## config.mk

```make
export PLATFORM = sky130hd
export DESIGN_NAME = accel_frame_packer
export DESIGN_NICKNAME = d
export VERILOG_FILES = /design/src/rtl/accel_frame_packer.sv
export SDC_FILE = /design/constraint.sdc
export NUM_CORES = 1
export LEC_CHECK = 0
export ABC_AREA = 0
export ABC_CLOCK_PERIOD_IN_PS = 5250
export CELL_PAD_IN_SITES_DETAIL_PLACEMENT = 1
export CELL_PAD_IN_SITES_GLOBAL_PLACEMENT = 1
export CORE_MARGIN = 1.5
export CORE_UTILIZATION = 40
export DETAILED_ROUTE_END_ITERATION = 8
export DONT_BUFFER_PORTS = 1
export PLACE_DENSITY = 0.69
export SLEW_MARGIN = 20
export SYNTH_ARGS = -nofsm -noshare
export SYNTH_HDL_FRONTEND = slang
export SYNTH_SLANG_ARGS = --single-unit
```

## constraint.sdc

```tcl
create_clock -name clk_in -period 5.25 [get_ports clk_in]
set_input_delay 1.05 -clock clk_in [delete_from_list [all_inputs] [get_ports clk_in]]
set_output_delay 1.05 -clock clk_in [all_outputs]
set_load 0.005 [all_outputs]
```

## src/rtl/accel_frame_packer.sv

```systemverilog
// Assembles a burst of I2C bytes into NUM_BYTES/2 16-bit sample words behind a valid/ready handshake.
// Optional ACCEL_OVERRUN_CNT_EN adds a saturating overrun_cnt output.
module accel_frame_packer #(
    parameter int          NUM_BYTES   = 14,
    parameter logic [15:0] TIMEOUT_CYC = 16'd4000,
    parameter bit          BIG_ENDIAN  = 1'b1
) (
    input  logic        clk_in,
    input  logic        reset_n,
    input  logic        frame_start,
    input  logic        frame_abort,
    input  logic        byte_valid,
    input  logic [7:0]  byte_data,
    input  logic        sample_ready,
    output logic        sample_valid,
    output logic [15:0] accel_x,
    output logic [15:0] accel_y,
    output logic [15:0] accel_z,
    output logic [15:0] temp_raw,
    output logic [15:0] gyro_x,
    output logic [15:0] gyro_y,
    output logic [15:0] gyro_z,
    output logic        busy,
    output logic        frame_error,
    output logic        overrun
`ifdef ACCEL_OVERRUN_CNT_EN
    ,
    output logic [7:0]  overrun_cnt
`endif
);

    localparam int MAX_BYTES = 14;
    localparam int MAX_WORDS = 7;
    localparam logic [3:0] LAST_IDX = 4'(NUM_BYTES - 1);

    typedef enum logic {
        IDLE,
        COLLECT
    } state_t;

    state_t      state_q, state_d;
    logic [3:0]  idx_q, idx_d;
    logic [15:0] tmo_q, tmo_d;
    logic [7:0]  shadow_q [MAX_BYTES];
    logic [7:0]  shadow_d [MAX_BYTES];
    logic [15:0] words_q [MAX_WORDS];
    logic [15:0] words_d [MAX_WORDS];
    logic        sample_valid_q, sample_valid_d;
    logic        frame_error_q, frame_error_d;
    logic        overrun_q, overrun_d;
    logic        complete;
    logic        accept;
`ifdef ACCEL_OVERRUN_CNT_EN
    logic [7:0]  overrun_cnt_q, overrun_cnt_d;
`endif

    always_comb begin
        state_d        = state_q;
        idx_d          = idx_q;
        tmo_d          = tmo_q;
        shadow_d       = shadow_q;
        words_d        = words_q;
        sample_valid_d = sample_valid_q;
        frame_error_d  = 1'b0;
        overrun_d      = 1'b0;
        complete       = 1'b0;
        accept         = sample_valid_q && sample_ready;

        case (state_q)
            IDLE: begin
                idx_d = '0;
                tmo_d = '0;
                if (frame_start) begin
                    state_d = COLLECT;
                end
            end
            COLLECT: begin
                if (frame_abort) begin
                    state_d       = IDLE;
                    frame_error_d = 1'b1;
                    idx_d         = '0;
                    tmo_d         = '0;
                end else if (frame_start) begin
                    frame_error_d = 1'b1;
                    idx_d         = '0;
                    tmo_d         = '0;
                end else if (tmo_q >= TIMEOUT_CYC) begin
                    state_d       = IDLE;
                    frame_error_d = 1'b1;
                    idx_d         = '0;
                    tmo_d         = '0;
                end else if (byte_valid) begin
                    tmo_d = '0;
                    for (int unsigned i = 0; i < MAX_BYTES; i++) begin
                        if (i == 32'(idx_q)) begin
                            shadow_d[i] = byte_data;
                        end
                    end
                    if (idx_q == LAST_IDX) begin
                        complete = 1'b1;
                        state_d  = IDLE;
                        idx_d    = '0;
                    end else begin
                        idx_d = idx_q + 4'd1;
                    end
                end else begin
                    tmo_d = tmo_q + 16'd1;
                end
            end
            default: state_d = IDLE;
        endcase

        // Shadow slots beyond NUM_BYTES are never written, so unused words read back 0.
        if (complete) begin
            if (!sample_valid_q || accept) begin
                for (int unsigned w = 0; w < MAX_WORDS; w++) begin
                    words_d[w] = BIG_ENDIAN ? {shadow_d[2*w], shadow_d[2*w+1]}
                                            : {shadow_d[2*w+1], shadow_d[2*w]};
                end
                sample_valid_d = 1'b1;
            end else begin
                overrun_d = 1'b1;
            end
        end else if (accept) begin
            sample_valid_d = 1'b0;
        end
    end

`ifdef ACCEL_OVERRUN_CNT_EN
    always_comb begin
        overrun_cnt_d = overrun_cnt_q;
        if (overrun_d && (overrun_cnt_q != 8'hFF)) begin
            overrun_cnt_d = overrun_cnt_q + 8'd1;
        end
    end
`endif

    always_ff @(posedge clk_in or negedge reset_n) begin
        if (!reset_n) begin
            state_q        <= IDLE;
            idx_q          <= '0;
            tmo_q          <= '0;
            shadow_q       <= '{default: '0};
            words_q        <= '{default: '0};
            sample_valid_q <= 1'b0;
            frame_error_q  <= 1'b0;
            overrun_q      <= 1'b0;
`ifdef ACCEL_OVERRUN_CNT_EN
            overrun_cnt_q  <= '0;
`endif
        end else begin
            state_q        <= state_d;
            idx_q          <= idx_d;
            tmo_q          <= tmo_d;
            shadow_q       <= shadow_d;
            words_q        <= words_d;
            sample_valid_q <= sample_valid_d;
            frame_error_q  <= frame_error_d;
            overrun_q      <= overrun_d;
`ifdef ACCEL_OVERRUN_CNT_EN
            overrun_cnt_q  <= overrun_cnt_d;
`endif
        end
    end

    assign sample_valid = sample_valid_q;
    assign accel_x      = words_q[0];
    assign accel_y      = words_q[1];
    assign accel_z      = words_q[2];
    assign temp_raw     = words_q[3];
    assign gyro_x       = words_q[4];
    assign gyro_y       = words_q[5];
    assign gyro_z       = words_q[6];
    assign busy         = (state_q == COLLECT);
    assign frame_error  = frame_error_q;
    assign overrun      = overrun_q;
`ifdef ACCEL_OVERRUN_CNT_EN
    assign overrun_cnt  = overrun_cnt_q;
`endif

endmodule
```

Word level (Yosys, flattened, before mapping)
Index checks and enable logic that the tools add are counted.
{"block": "word_totals", "reg_bits": 248, "latch_bits": 0, "mem_bits_rw": 0, "mem_bits_ro": 0, "in_bits": 14, "elab_cells": 106, "memories": 0}
{"block": "classes", "addsub": 2, "n_mul": 0, "div_mod_pow": 0, "order_cmp": 1, "n_eq_ne": 16, "shifts": 0, "mux": 52, "bitwise_logic": 1, "n_reduce_logical": 7}
{"op": "$mux 112", "count": 5}
{"op": "$mux 8", "count": 14}
{"op": "$mux 16", "count": 4}
{"op": "$pmux 16 s2", "count": 1}
{"op": "$eq 4x4->1 const A", "count": 6}
{"op": "$mux 1", "count": 21}
{"op": "$mux 4", "count": 5}
{"op": "$add 16x1->16 const B", "count": 1}
{"op": "$eq 3x4->1 const A", "count": 4}
{"op": "$ge 16x12->1 const B", "count": 1}
{"op": "$eq 2x4->1 const A", "count": 2}
{"op": "$pmux 4 s2", "count": 1}
{"op": "$ne 5x4->1 const B", "count": 1}
{"op": "$add 4x1->4 const B", "count": 1}
{"op": "$eq 1x4->1 const A", "count": 1}
{"op": "$eq 4x4->1 const B", "count": 1}
{"op": "$logic_not 4->1", "count": 1}
{"op": "$reduce_and 2->1", "count": 2}
{"op": "$ne 2x1->1 const B", "count": 1}
{"op": "$pmux 1 s2", "count": 1}
{"op": "$reduce_bool 2->1", "count": 1}
{"op": "$logic_and 1x1->1", "count": 1}
{"op": "$logic_not 1->1", "count": 1}
{"op": "$logic_or 1x1->1", "count": 1}
{"op": "$not 1->1", "count": 1}

Depth between registers and ports, before layout
Gate-level depths: netlist (run 1).
{"block": "logic_depth", "depth_word": 9, "mapped_depth": 8, "mapped_depth_nobuf": 5}

Worst setup path before layout (run 1)
OpenSTA, ideal clock, no wires.
{"block": "synth_timing", "kind": "in2reg", "startpoint": "input port byte_valid", "endpoint": "register shadow_q[24] (netlist name)", "setup_ns": 0.125, "arrival_time_ns": 2.533, "required_ns": 5.125, "slack_ns": 2.593, "path_stages": 7, "n_path_buf": 3, "path_cell_list": "buf_2 nor3b_1 and3_1 buf_2 nor2b_1 buf_2 mux2_2"}
{"item": "start, declared", "line_no": "12", "source": "input logic byte_valid,"}
{"item": "end signal, assigned", "line_no": "155", "source": "shadow_q <= shadow_d;"}
{"item": "end, declared", "line_no": "44", "source": "logic [7:0] shadow_q [MAX_BYTES];"}

Final worst setup path (run 1)
{"block": "layout_timing", "startpoint": "register tmo_q[14]", "endpoint": "register words_q (netlist bit accel_z[8])"}
{"block": "layout_via", "elab_chain_len": 6}
{"item": "start, declared", "line_no": "43", "source": "logic [15:0] tmo_q, tmo_d;"}
{"item": "start signal, assigned", "line_no": "154", "source": "tmo_q <= tmo_d;"}
{"item": "$ge 16x12->1 (*)", "line_no": "87", "source": "end else if (tmo_q >= TIMEOUT_CYC) begin"}
{"item": "$mux 1", "line_no": "87"}
{"item": "$mux 1", "line_no": "83", "source": "end else if (frame_start) begin"}
{"item": "$mux 1", "line_no": "78", "source": "if (frame_abort) begin"}
{"item": "$mux 1", "line_no": "69", "source": "case (state_q)"}
{"item": "$reduce_and 2->1 (no line)"}
{"item": "end signal, assigned", "line_no": "156", "source": "words_q <= words_d;"}
{"item": "end, declared", "line_no": "46", "source": "logic [15:0] words_q [MAX_WORDS];"}
Every way passes the cells marked *; elsewhere a longest branch is shown, timed or not.
A chain may end at the register's enable or synchronous reset.

==> results of run 1 <==
==> registers in the layout (all words and copies together), names as in the netlist, 4 cells and up <==
register and cells:
idx_q 4, gyro_z 16, gyro_y 16, accel_z 16, accel_x 16, gyro_x 16
accel_y 16, shadow_q 104, tmo_q 16, temp_raw 16
==> worst paths after layout <==
path,cells after the start,endpoint,slack [ps]
max,6,accel_z[8],2490
min reg2reg,1,shadow_q[111],500
max in group asynchronous,0,gyro_z[8],4690
min in group clk_in,1,shadow_q[111],500
min,0,temp_raw[4],230
max reg2reg,6,accel_z[8],2490
==> area by class of cell <==
| cell class | count | area share |
|---|---|---|
| Sequential cell | 240 | 0.517 |
| Multi-Input combinational cell | 427 | 0.369 |
| Clock buffer | 36 | 0.0645 |
| Tap cell | 335 | 0.0361 |
| Clock inverter | 10 | 0.0110 |
| Timing Repair Buffer | 3 | 0.00194 |
| Inverter | 3 | 0.000969 |
==> placed cells by master, fill, tap and decap left out, types with 6 or more instances in the layout <==
master       n
mux2_2     244
xnor2_1      8
clkbuf_16   27
nor2_2       7
nand2_1     10
mux2_1      76
clkinv_2     6
dfrtp_1    240
nor2_1      23
==> cell families after synthesis <==
family / share of synthesized area
compound gates: 0.00925
xor+xnor: 0.00913
fa+ha+maj: 0.00237
buf+inv: 0.0264
flops: 0.569
mux: 0.341
other cells: 0.000355
simple gates: 0.0419
==> stage by stage <==
| step | area (µm²) | total power [W] | instances |
|---|---|---|---|
| global placement | 10700 | 0.00191 | 1008 |
| finish | 11600 | 0.00375 | 1054 |
| global route | 11600 | 0.00389 | 1054 |
| floorplan | 10600 | 0.00193 | 720 |
| detailed placement | 10700 | 0.00192 | 1008 |
| CTS | 11600 | 0.00381 | 1054 |
==> routing by layer <==
layer	track usage	share of wire	vias to the layer above	routed length, µm
met5	0	0	-	0
met4	0.0442	0.019	0	433
met3	0.0412	0.058	35	1350
met2	0.304	0.50	111	11600
met1	0.221	0.43	2962	9910
li1	-	-	2489	-
==> report_power, final <==
group | internal, W | leakage, nW | total (W) | switching (W)
combinational | 0.0000121 | 2.00 | 0.0000200 | 0.00000791
sequential | 0.00186 | 3.34 | 0.00186 | 0.00000508
clock | 0.00114 | 0.433 | 0.00187 | 0.000729
==> reports/results.txt, run 1 <==
Max-slew headroom: 0.398
yosys warns: 0
WS Path Type: reg2reg
Worst EP arrival: 3160 ps
GRT overflow: 0
CP Buf/Inv Count: 2
multi-input logic area: 0.00429 mm²
Tot GR Track Use: 0.176
pre-CTS setup slack: 2040 ps
Synth top area share: 0.569
Skew-Pair Late Insertion Delay: 520 ps
Initial Utilization: 0.406
diode count: 0
wire per inst: 22.1 µm
critical path's slowest cell: buf_4
GPL Wtd Cong: 0.735
TNS Setup: 0 ps
Setup Buffers After CTS: 0
area growth from synthesis to final layout: 10.1%
Worst Setup SP: tmo_q[14]
FF/Latch Area: 0.00601 mm²
final worst-path setup slack: 2490 ps
CTS tree: done
final net count: 718
Syn Inst Count: 717
Avg Cell Area, Syn: 14.7 µm²
ys async rst share: 1.00
r2r startpoint: tmo_q[14]
vias in the first global route: 6388
initial antenna violation count: 0
Worst path most repeated cell: buf_4
top post-synthesis cells by area: dfrtp_1 57%, mux2_2 26%, mux2_1 8.1%
CTS Buffer Depth: 3
worst IR drop on VDD: 0.000235 V
DR pass1 iterations: 4
routed wire length: 23.3 mm
# resized after CTS: 0
Die X: 165 µm
startpoint types: flop
Crit Path Max Fanout: 67
Slew Limit Fails: 0
First DRT Iteration DRCs: 178
Tcrit/Tclk final: 0.527
buffers added on ports: 0
Post-Syn Area: 0.0106 mm²
MaxCap Viol Count: 0
layout cells sized above 1: 0.423
Post-synth top cells: 244 x mux2_2, 240 x dfrtp_1, 76 x mux2_1
Leak: 5.78 nW
Critical Path Sink Type: flop
fmax: 362 MHz
die area: 0.0274 mm²
CP max stage delay: 680 ps
Seq/Total Area, Yosys: 0.569
WHS: 229 ps
outcome: finished, final reports clean
slew at the pin closest to its max-slew limit: 903 ps
Worst EP required: 5650 ps
RSZ-0062 raised after global routing: no
Layout Utilization: 0.447
Ports: 130
Post-route DRC: 0
Post-synth EDFFs: 0
power per cell area: 323 mW/mm²
Synth Register Bits: 240
Setup-failing EPs final: 0
Tmin final: 2760 ps
H-tree depth reported by CTS: 1
synth unique cells: 40
core footprint: 0.0260 mm²
CTS Hold Buffers Added: 0
Via Count: 5597
most common cell in the netlist: mux2_2
drt via density: 5.31
Fill cells: 2573
Num CTS Buffers: 27
clock sinks: 240
crit-path cells: nor4_4 -> o2111ai_4 -> buf_4 -> nor3_4 -> buf_4 -> mux2_2
cell taking the most area after synthesis: dfrtp_1
Max Clock Skew: 13.7 ps
post-route ant nets: 0
final hold vios: 0
Die H: 165 µm
DP HPWL: 14.6 mm
Clk pin slew, worst setup/hold paths: 60 ps
critical path's top delay family: buffers and inverters
global-route wire length before repair: 37.1 mm
worst min-delay path category: in2async
row cnt: 59
Main synth FF type: dfrtp_1
CTS Root Buffer Type: clkbuf_16
pin count of the biggest net entering global routing: 241
No activity file was read; power rests on OpenSTA's default activity.
==> inputs of run 2 (changes only) <==
ABC_CLOCK_PERIOD_IN_PS = 2540   (was 5250)
PLACE_DENSITY = 0.71   (was 0.69)
clock period = 2.54 ns   (was 5.25 ns; I/O delays follow)
==> reports/results.txt, run 2 (synthesis gave the netlist of run 1 again) <==
final hold vios: 240
Clk pin slew, worst setup/hold paths: 60 ps
WS Path Type: reg2reg
CTS Root Buffer Type: clkbuf_16
RSZ-0062 raised after global routing: no
drt via density: 5.31
worst r2r path cells: 4
Skew-Pair Late Insertion Delay: 520 ps
Ports: 130
outcome: finished, violations left
Slew Limit Fails: 0
Max-slew headroom: 0.608
core footprint: 0.0260 mm²
power per cell area: 692 mW/mm²
Die X: 165 µm
row cnt: 59
Tmin final: 2340 ps
First DRT Iteration DRCs: 182
DP HPWL: 15.1 mm
Leak: 5.91 nW
Tot GR Track Use: 0.183
fmax: 427 MHz
startpoint types: flop
layout cells sized above 1: 0.437
FF/Latch Area: 0.00601 mm²
Setup-failing EPs final: 0
Tcrit/Tclk final: 0.922
Largest Register: shadow_q
TNS Setup: 0 ps
pin count of the biggest net entering global routing: 241
area growth from synthesis to final layout: 12.4%
Setup Buffers After CTS: 0
Fill cells: 2518
Initial Utilization: 0.406
worst min-delay path category: in2async
Die H: 165 µm
routed wire length: 24.1 mm
commonest non-fill, non-tap cell in the layout: mux2_2
overall power: 0.00821 W
highest-count cells in the layout ignoring fill and taps: 244 x mux2_2, 240 x dfrtp_1, 76 x mux2_1, 27 x clkbuf_16, 23 x nor2_1
post-route ant nets: 0
multi-input logic area: 0.00429 mm²
GPL Wtd Cong: 0.720
WHS: -303 ps
slew at the pin closest to its max-slew limit: 587 ps
MaxCap Viol Count: 0
vias in the first global route: 6537
CTS Buffer Depth: 3
final net count: 730
wire per inst: 22.5 µm
initial antenna violation count: 0
Max Clock Skew: 11.5 ps
max reg flops: 104
CTS tree: done
Post-route DRC: 0
failing checks: negative hold slack
die area: 0.0274 mm²
Num CTS Buffers: 27
Critical Path Sink Type: flop
Worst EP required: 2940 ps
worst IR drop on VDD: 0.000461 V
H-tree depth reported by CTS: 1
GRT overflow: 0
Worst EP arrival: 2740 ps
buffers added on ports: 0
clock sinks: 240
DR pass1 iterations: 4
Layout Utilization: 0.457
Crit Path Max Fanout: 9
Via Count: 5677
global-route wire length before repair: 38.1 mm
## run 2: final timing paths
check                                    from  slack (ps)       endpoint
worst max-delay path                 idx_q[2]         200  shadow_q[110]
worst min-delay path                  reset_n        -300     accel_z[6]
worst max register to register       idx_q[2]         200  shadow_q[110]
worst min register to register  shadow_q[106]         510  shadow_q[106]
max in group asynchronous             reset_n        2350      gyro_z[9]
min in group clk_in               frame_abort          70           busy
## run 2: routing by layer
layer | share of wire | GRT usage
met3 | 0.062 | 0.0422
met2 | 0.51 | 0.324
met5 | 0 | 0
met4 | 0.015 | 0.0414
met1 | 0.41 | 0.225
## run 2: power breakdown
part / switching [W] / internal (W) / total, W
combinational: 0.0000168 / 0.0000250 / 0.0000418
sequential: 0.0000112 / 0.00384 / 0.00385
clock: 0.00154 / 0.00278 / 0.00432
total: 0.00156 / 0.00665 / 0.00821
## run 2: cell type report
class                   instances  area share
flip-flops and latches        240       0.506
multi-input cells             427       0.361
clock buffers                  38      0.0672
well taps                     335      0.0353
clock inverters                11      0.0175
repair buffers                 15      0.0116
inverters                       3    0.000949
diodes                          1    0.000211
## run 2: what timing repair did
action	CTS	global route
resized for setup	0	0
setup endpoints to repair	0	0
endpoints found under the hold margin	240	240
## run 2: metrics by stage
step | hold slack (ps) | instance area, µm² | instances | worst slack (ps)
after floorplan | 212 | 10600 | 720 | 425
after global placement | 225 | 10900 | 1020 | 305
after detailed placement | 218 | 10900 | 1020 | 203
after CTS | -342 | 11900 | 1069 | 185
after global routing | -341 | 11900 | 1069 | 13.2
final | -303 | 11900 | 1070 | 199
## run 2: critical path: stages (launching register included)
cell	delay [ps]
dfrtp_1	460
nor3b_1	480
nand2_1	420
nor2_2	460
mux2_2	400
==> RTL edit (flow settings as in run 2) <==
Change the parameter `TIMEOUT_CYC` from 16'd4000 to 16'd3000.
--- a/src/rtl/accel_frame_packer.sv
+++ b/src/rtl/accel_frame_packer.sv
@@ -2,7 +2,7 @@
 // Optional ACCEL_OVERRUN_CNT_EN adds a saturating overrun_cnt output.
 module accel_frame_packer #(
     parameter int          NUM_BYTES   = 14,
-    parameter logic [15:0] TIMEOUT_CYC = 16'd4000,
+    parameter logic [15:0] TIMEOUT_CYC = 16'd3000,
     parameter bit          BIG_ENDIAN  = 1'b1
 ) (
     input  logic        clk_in,
Behaviour: same outputs for any inputs over 4 cycles, from zero or initial values and one cycle with reset_n low; that may be too few to reach the edited logic, so the function may still have changed.
==> RTL edit against run 2 <==
- the flow still finishes with violations (hold timing)
- non-clock buffer count rose by 14
- sequential cell count did not move
- synthesized area fell by 1.2%
- design area fell by 1.6%
- sequential share of layout area rose by 0.81 points
- utilization rose by 0.31 points
- wire length rose by 19%
- setup slack improved by 0.042 ns
- power fell by 5.3%
- clock skew rose by 0.0059 ns
==> RTL edit: results (changes against run 2) <==
metric	value	unit	change
most frequent cells after synthesis	dfrtp_1 (240), a31oi_1 (114), mux2_2 (68), nand2_1 (58), nand3_1 (53)		was mux2_2 (244), dfrtp_1 (240), mux2_1 (76), clkbuf_1 (30), nor2_1 (23)
synth unique cells	56		was 40
CTS H-tree depth	1		unchanged
Logic pwr share	0.007		was 0.005
Placer Congestion	0.764		was 0.720
failing checks	hold timing		unchanged
DRT iter0 DRCs	440		was 182
slew at the pin with the worst max-slew slack	0.811	ns	was 0.587 ns
layout cells sized above 1	0.237		was 0.437
Switching Fraction	0.208		was 0.190
Inserted Diodes	0		was 1
Setup Skew	0.0175	ns	was 0.0115 ns
leak pwr	5.56	nW	was 5.91 nW
DR vias/cell	5.89		was 5.31
worst skew pair latency	0.54	ns	was 0.52 ns
initial antenna violation count	1		was 0
Synth area leaders	dfrtp_1 (58%), mux2_2 (7.3%), a31oi_1 (6.8%), nand3_1 (2.5%), a21bo_2 (2.3%)		was dfrtp_1 (57%), mux2_2 (26%), mux2_1 (8.1%), clkbuf_1 (1.1%), buf_6 (0.85%)
VDD IR max	0.471	mV	was 0.461 mV
GRT Overall Usage	0.216		was 0.183
Max FO, Critical Path	35		was 9
Top reg by flops	shadow_q		unchanged
area delta synth->final	12.0	%	was 12.4%
status	complete, but fails checks		unchanged
register area share after synthesis	0.576		was 0.569
global-route wire length before repair	45300	um	was 38100 um
Finished Layout Cells	1228		was 1070
nets	894		was 730
WL/cell	23.4	um	was 22.5 um
final-report hold violation count	240		unchanged
HPWL Detailed	17400	um	was 15100 um
Hold Slack	-0.318	ns	was -0.303 ns
Syn Area/Cell	11.6	um^2	was 14.7 um^2
number of global-route vias before repair	7551		was 6537
fill cell count	2658		was 2518
drt pass-1 iters	6		was 4
## RTL edit: power by group through the flow
stage	Clock (mW)	Combinational (mW)	Sequential (mW)
3_5_place_dp	0	0.0573	3.92
6_report	3.87	0.0572	3.85
2_1_floorplan	0	0.0666	3.92
3_3_place_gp	0	0.0562	3.91
5_1_grt	4.09	0.0620	3.84
4_1_cts	3.95	0.0574	3.85
## RTL edit: layout make-up
cell class              count  area, um^2  area share
flip-flops and latches    240        6010       0.514
multi-input cells         536        3940       0.337
clock buffers              38         797      0.0682
well taps                 330         413      0.0354
repair buffers             29         268      0.0229
inverters                  44         165      0.0141
clock inverters            11        91.3     0.00782
## RTL edit: per-stage QoR
step	total power [mW]	hold WS, ns	setup slack (ns)	instance area, um^2	utilization
detailed placement	3.97	0.219	0.249	10800	0.425
floorplan	3.98	0.212	0.461	10400	-
finish	7.78	-0.318	0.241	11700	0.460
CTS	7.86	-0.342	0.218	11700	0.460
global placement	3.97	0.219	0.317	10800	0.425
global route	8.00	-0.334	0.0371	11700	0.460
## RTL edit: worst max-delay path, cell delays in order (launching register included)
cell,delay (ns)
dfrtp_1,0.56
nand3_1,0.25
nor4bb_4,0.40
and3_4,0.29
buf_12,0.22
buf_4,0.25
mux2i_1,0.21
## RTL edit: final timing paths
path	to	slack [ns]	cells past startpoint	start
min in group clk_in	busy	0.07	1	frame_abort
max	accel_x[9]	0.24	6	idx_q[2]
max reg2reg	accel_x[9]	0.24	6	idx_q[2]
min reg2reg	shadow_q[17]	0.47	2	shadow_q[17]
min	accel_z[6]	-0.32	0	reset_n
max in group asynchronous	gyro_z[12]	2.17	0	reset_n
## RTL edit: metal layers
metal | routed length, um | global-route usage | up-vias
met2 | 14000 | 0.357 | 154
met1 | 12700 | 0.291 | 3816
met4 | 563 | 0.0536 | 2
li1 | - | - | 3223
met5 | 12 | 0 | -
met3 | 1540 | 0.0427 | 41
## RTL edit: logic make-up after synthesis
group           Yosys count  share of synthesized area
buf+inv                 128                     0.0505
other cells               1                   0.000360
flops                   240                      0.576
fa+ha+maj                 2                    0.00240
mux                      96                      0.102
xor+xnor                 11                    0.00924
simple gates            189                      0.107
compound gates          234                      0.153
